### config.mk
export PLATFORM = sky130hd
export DESIGN_NAME = fifo_wr_framer
export DESIGN_NICKNAME = d
export VERILOG_FILES = /design/src/rtl/fifo_wr_framer.sv
export SDC_FILE = /design/constraint.sdc
export NUM_CORES = 1
export LEC_CHECK = 0
export ABC_AREA = 1
export CAP_MARGIN = 20
export CORE_MARGIN = 4
export CORE_UTILIZATION = 35
export CTS_CLUSTER_SIZE = 25
export DETAILED_ROUTE_END_ITERATION = 10
export PLACE_DENSITY = 0.66
export SYNTH_ARGS = -nofsm -noshare
export SYNTH_HDL_FRONTEND = slang
export SYNTH_SLANG_ARGS = --single-unit
### constraint.sdc
create_clock -name wclk -period 2.3 [get_ports wclk]
set_input_delay 0.69 -clock wclk [delete_from_list [all_inputs] [get_ports wclk]]
set_output_delay 0.69 -clock wclk [all_outputs]
set_load 0.1 [all_outputs]
### src/rtl/fifo_wr_framer.sv
// -----------------------------------------------------------------------------
// fifo_wr_framer
//
// Write-side producer for the async FIFO. It takes a valid/ready stream of
// 16-bit beats with an end-of-frame flag and writes each beat to the FIFO as a
// 17-bit data word {1'b0, s_data}. Every frame is closed with a trailer word
// {1'b1, count[7:0], csum[7:0]}. The checksum is the running XOR of both
// payload bytes over all data beats, so the read side can delimit and check
// frames. The block never writes while wfull is high.
//
// If a frame reaches MAX_BEATS beats without s_last, it is closed and the
// sticky trunc_err flag is set. Any remaining upstream beats then start a new
// frame.
//
// Ports
//   wclk       write-domain clock
//   wrst_n     asynchronous active-low reset
//   s_valid    upstream beat valid
//   s_data     upstream beat payload (16 bits)
//   s_last     upstream beat is last of frame
//   s_ready    beat accepted this cycle when s_valid is also high
//   wfull      FIFO full flag (wclk domain)
//   wen        FIFO write enable
//   wdata      FIFO write data (DATESIZE bits; bit 16 = trailer marker)
//   busy       frame in progress
//   trunc_err  sticky: a frame was force-closed at MAX_BEATS
//   frame_cnt  number of trailers written (wraps at 2^16)
//
// Build option
//   FRAMER_STATS_EN  when defined, frame_cnt is a real counter. When it is
//                    not defined, frame_cnt is tied to zero.
// -----------------------------------------------------------------------------
module fifo_wr_framer #(
  parameter int DATESIZE  = 17,
  parameter int MAX_BEATS = 255
) (
  input  logic                wclk,
  input  logic                wrst_n,
  input  logic                s_valid,
  input  logic [15:0]         s_data,
  input  logic                s_last,
  output logic                s_ready,
  input  logic                wfull,
  output logic                wen,
  output logic [DATESIZE-1:0] wdata,
  output logic                busy,
  output logic                trunc_err,
  output logic [15:0]         frame_cnt
);

  if (DATESIZE != 17) begin : g_bad_datesize
    $error("fifo_wr_framer supports DATESIZE = 17 only");
  end
  if (MAX_BEATS < 1 || MAX_BEATS > 255) begin : g_bad_max_beats
    $error("fifo_wr_framer MAX_BEATS must be in 1..255");
  end

  typedef enum logic [1:0] {
    IDLE,
    DATA,
    TRAILER
  } state_t;

  state_t     state;
  logic [7:0] count;
  logic [7:0] csum;

  logic       accept;
  logic [8:0] count_inc;
  logic       close_max;

  assign accept    = s_valid && s_ready;
  // Computed one bit wider so that MAX_BEATS = 255 compares without wrapping.
  assign count_inc = {1'b0, count} + 9'd1;
  assign close_max = (count_inc == 9'(MAX_BEATS));

  // The handshake is combinational. A beat reaches the FIFO in the same cycle
  // it is accepted, and s_ready follows wfull with no delay, so no beat is
  // ever accepted while it cannot be written.
  // NOTE: every output is given a default at the top of the always_comb, so
  // no path leaves one unassigned and no latch is inferred.
  always_comb begin
    s_ready = 1'b0;
    wen     = 1'b0;
    wdata   = {1'b0, s_data};
    if (wrst_n) begin
      if (state == TRAILER) begin
        wen   = !wfull;
        wdata = {1'b1, count, csum};
      end else begin
        s_ready = !wfull;
        wen     = s_valid && !wfull;
      end
    end
  end

  // NOTE: registered state is updated with non-blocking assignments only.
  // Every register then samples values from before the clock edge, and the
  // result does not depend on the order of the statements.
  always_ff @(posedge wclk or negedge wrst_n) begin
    if (!wrst_n) begin
      state     <= IDLE;
      count     <= 8'd0;
      csum      <= 8'd0;
      trunc_err <= 1'b0;
    end else begin
      case (state)
        IDLE, DATA: begin
          if (accept) begin
            count <= count_inc[7:0];
            csum  <= csum ^ s_data[15:8] ^ s_data[7:0];
            if (s_last || close_max) begin
              state <= TRAILER;
              if (!s_last) trunc_err <= 1'b1;
            end else begin
              state <= DATA;
            end
          end
        end
        TRAILER: begin
          // Hold the trailer until the FIFO has room. The count and csum stay
          // in place, so the trailer word stays stable while it waits.
          if (!wfull) begin
            state <= IDLE;
            count <= 8'd0;
            csum  <= 8'd0;
          end
        end
        default: state <= IDLE;
      endcase
    end
  end

  assign busy = (state != IDLE);

`ifdef FRAMER_STATS_EN
  logic trailer_wr;
  assign trailer_wr = (state == TRAILER) && !wfull;

  always_ff @(posedge wclk or negedge wrst_n) begin
    if (!wrst_n) begin
      frame_cnt <= 16'h0000;
    end else if (trailer_wr) begin
      frame_cnt <= frame_cnt + 16'd1;
    end
  end
`else
  assign frame_cnt = 16'h0000;
`endif

endmodule

-- Word-level counts from Yosys, hierarchy flattened
Index checks and enable logic that the tools add are counted.
- add/sub/neg operators: 1
- reductions and logical operators: 11
- equality and inequality tests: 5
- bitwise logic cells: 3
- muxes and demuxes: 15
- operators with widths (kind ; count):
    two-way mux 17 bit ; 2
    one-hot mux 8 bit (2 select lines) ; 2
    two-way mux 8 bit ; 3
    bitwise XOR 8 bit ; 2
    adder 8 x 1 -> 9 bit (second input constant) ; 1
    == test 9 x 8 -> 1 bit (second input constant) ; 1
    two-way mux 2 bit ; 3
    two-way mux 1 bit ; 4
    != test 2 bit (second input constant) ; 2
    one-hot mux 2 bit (2 select lines) ; 1
    AND reduction 4 bit ; 1
    nonzero test 2 bit ; 2
    AND reduction 3 bit ; 1
    == test 2 x 1 -> 1 bit (second input constant) ; 1
    == test 2 bit (second input constant) ; 1
    logical AND 1 bit ; 2
    zero test 2 bit ; 1
    AND reduction 2 bit ; 1
    OR reduction 2 bit ; 1
    zero test 1 bit ; 1
    logical OR 1 bit ; 1
    NOT 1 bit ; 1
- word-level logic and storage cells: 39
- bits of input ports: 21
- register bits after elaboration: 19

-- Longest topological paths before layout
- word-level depth: 6
- mapped depth: 11

-- Worst setup path before layout
OpenSTA, ideal clock, no wires.
- path type: input-to-output
- start: input port wrst_n
- end: output port wdata[10]
- arrival: 3.631 ns
- buffers on the path: 1
- slack: -2.021 ns
- stages on the path: 5
- data required time: 1.610 ns
- cells stage by stage: inv_1 nor2_8 inv_1 buf_2 o21ai_0
- word-level cells in the longest chain between the ends: 1
- RTL lines (what ; RTL line ; text):
    start: declaration ; 38 ; input logic wrst_n,
    two-way mux 17 bit ; 86 ; if (wrst_n) begin
    end: declaration ; 45 ; output logic [DATESIZE-1:0] wdata,
No other way between the ends.

-- Worst setup path after layout
- start: input port s_data[12]
- end: output port wdata[12]
- word-level cells in the longest chain between the ends: 2
- RTL lines (what ; RTL line ; text):
    start: declaration ; 40 ; input logic [15:0] s_data,
    two-way mux 17 bit ; 87 ; if (state == TRAILER) begin
    two-way mux 17 bit * ; 86 ;
Every way passes the cells marked *; elsewhere a longest branch is shown, timed or not.

==> impl_metrics.env <==
export IMPL_routed_wl_mm=4.15
export IMPL_yosys_area_top_type="dfrtp_1"
export IMPL_ys_ff_latch=19
export IMPL_clk_path_buf_depth=2
export IMPL_fmax_mhz=437
export IMPL_path_max_fanout=2
export IMPL_final_hold_viol_count=0
export IMPL_p_sw_share_pct=54.0
export IMPL_synthDistinctLibCells=26
export IMPL_fin_cells=326
export IMPL_cts_root_buf="clkbuf_8"
export IMPL_num_io_pins=58
export IMPL_crit_chain="clkdlybuf4s50_1 -> nand2_1 -> o21ai_4 -> buf_12"
export IMPL_ys_flop_type="dfrtp_1"
export IMPL_cts_max_level=1
export IMPL_switching_power_mw=1.43
export IMPL_max_cap_viol_count=0
export IMPL_grt_pass1_vias=1470
export IMPL_portBuffers=41
export IMPL_wl_per_cell_um=12.7
export IMPL_path_class="input port to output port"
export IMPL_grt_antenna_before_repair=0
export IMPL_via_count=1485
export IMPL_fp_coreArea_um2=4090
export IMPL_ys_seq_area_share_pct=31.4
export IMPL_layout_drive_gt1_share_pct=29.3
export IMPL_drt_iter0_markers=54
export IMPL_power_frac_clock_pct=8.8
export IMPL_dp_cells=315
export IMPL_area_growth_pct=66.3
export IMPL_hold_class="input port to async pin"
export IMPL_finalMaxSlewViolations=0
export IMPL_rows=23
export IMPL_syn_area_um2=1520
export IMPL_fp_dieH_um=73.8
export IMPL_post_route_drc_count=0
export IMPL_rr_worst_depth=12
export IMPL_overflow=0
export IMPL_period_needed_ns=2.29
export IMPL_irDropWorstVdd_mv=0.820
export IMPL_endpoint_kind="output port"
export IMPL_diodes=0
export IMPL_place_gp_congestion=0.809
export IMPL_nNetsFinal=300
export IMPL_cts_hold_fix_buffers=0
export IMPL_power_density_nw_per_um2=1050
export IMPL_fin_hold_ws_ns=0.391
export IMPL_synth_most_common_cell="nand2_1"
export IMPL_ys_warn_count=0
export IMPL_internal_power_mw=1.22
export IMPL_numCtsBuffers=3
export IMPL_leakagePower_nw=1.21
export IMPL_synthCells=215
export IMPL_crit_buf_inv=2
export IMPL_dieArea_um2=5450
export IMPL_initial_core_util_pct=37.1
export IMPL_die_w_um=73.8
export IMPL_synth_top_area_share_pct=31.4
export IMPL_path_delay_family="buffers and inverters"
export IMPL_rsz0062_at_grt="true"
export IMPL_worstSkewPairLatency_ns=0.25
export IMPL_crit_arrival_ns=1.60
export IMPL_synth_edff_count=0
export IMPL_cts_tree="built"
export IMPL_syn_avg_cell_area_um2=7.05
export IMPL_async_flop_share_pct=100
export IMPL_startpoint_type="input port"
export IMPL_r2r_start="state[1]"
export IMPL_clock_sinks=19
export IMPL_critical_path_max_stage_delay_ns=0.51
export IMPL_rrSetupSlack_ns=0.38
export IMPL_p_comb_share_pct=67.9
export IMPL_hpwl_mm=2.97
export IMPL_finClkSkew_ns=0.000853
export IMPL_fillCellCount=360
export IMPL_critPathRequiredTime_ns=1.61
export IMPL_netlist_top_cells_count="nand2_1, o21ai_0, inv_1, dfrtp_1, buf_4"
export IMPL_clk_pin_slew_ns=0.07
export IMPL_worstReg2RegEnd="count[7]"
export IMPL_worst_path_max_delay_cell="clkdlybuf4s50_1"
export IMPL_final_setup_viol_count=0
export IMPL_ant_nets=0
export IMPL_drt_vias_per_instance=4.56
export IMPL_outcome="finished clean"
export IMPL_period_share_pct=99.5
export IMPL_dr_pass1_iters=4
export IMPL_seq_power_share_pct=23.2
export IMPL_synth_top_cells_by_area="dfrtp_1, nand2_1, o21ai_0"
export IMPL_grt_usage_pct=16.3
export IMPL_grt_start_max_net_pins=21
export IMPL_grt_pass1_wl_mm=6.93
-- area by class of cell --
type,instances,area (um^2),area share [%]
clock buffer,4,45.0,1.79
inverter,23,101,4.02
multi-input combinational,167,1010,40.2
sequential,19,477,18.9
tap,50,62.6,2.48
timing repair buffer,61,793,31.5
timing repair inverter,2,28.8,1.14
-- worst max-delay path by stage --
stage,cells past startpoint,start,end,slack (ns)
final,4,s_data[12],wdata[12],0.01
after global routing,4,s_data[9],wdata[9],-0.0004
after global placement,7,wrst_n,wdata[12],-0.47
after CTS,4,s_data[12],wdata[12],0.02
after floorplan,5,wrst_n,wdata[14],-0.37
after detailed placement,7,wrst_n,wdata[12],-0.46
-- what timing repair did --
item,4_1_cts,5_1_grt
resized for setup,21,3
endpoints found under the setup margin,36,4
cloned,2,0
setup buffers,4,1
pin swaps,5,1
-- logic make-up after synthesis --
kind of cell / after synthesis / synth area share [%]
AOI/OAI and AO/OA: 42 / 15.2
xor gates and xnor gates: 10 / 5.78
adders and majority gates: 2 / 1.65
buffers and inverters: 44 / 16.4
DFF: 19 / 31.4
other: 1 / 0.247
and+or+nand+nor: 97 / 29.3
-- cells in the final DEF (no fill, tap or decap), types with 10 or more instances in the layout --
master,synthesis,layout
buf_12,0,22
buf_4,16,16
clkdlybuf4s50_1,0,19
conb_1,1,16
dfrtp_1,19,18
inv_1,21,18
nand2_1,72,63
nand2_4,2,11
o21ai_0,26,20
xor2_1,10,10
-- worst register-to-register path, stage by stage, from the launching register on --
cell     delay [ns]
dfrtp_2        0.46
nand2_4        0.11
buf_4          0.20
inv_4          0.05
nor2_4         0.11
buf_4          0.12
buf_4          0.09
nand2_2        0.06
nand2_2        0.08
nand2_4        0.09
nor2_8         0.26
nand3_1        0.12
o21ai_0        0.09
-- flip-flops by register name, summed over array words and instances (netlist names) --
register / cells
count: 8
csum: 8
state: 2
trunc_err: 1
-- through the flow --
step                      setup TNS (ns)  setup slack, ns  util [%]  total power, mW  cell area [um^2]
after floorplan                    -3.47           -0.367         -             1.87              1750
after CTS                              0           0.0159      61.3             2.65              2510
after global placement            -14.17           -0.467      57.6             2.32              2350
after global routing           -0.000412        -0.000412      61.7             2.84              2520
final                                  0           0.0114      61.7             2.64              2520
after detailed placement          -14.95           -0.465      57.6             2.34              2350
-- routing by layer --
layer	vias to the layer above	share of wire (%)	GRT usage, %
met2	39	47	26.8
met1	667	46	22.3
li1	777	-	-
met4	0	0.51	2.82
met5	-	0	0
met3	2	6.7	3.28
-- power groups by stage --
stage | clock (mW) | combinational [mW] | sequential (mW)
floorplan | 0 | 1.29 | 0.584
global placement | 0 | 1.71 | 0.609
detailed placement | 0 | 1.73 | 0.616
CTS | 0.235 | 1.80 | 0.612
global route | 0.259 | 1.94 | 0.638
finish | 0.233 | 1.80 | 0.614
Note: power is estimated with default switching activity, not from simulation.
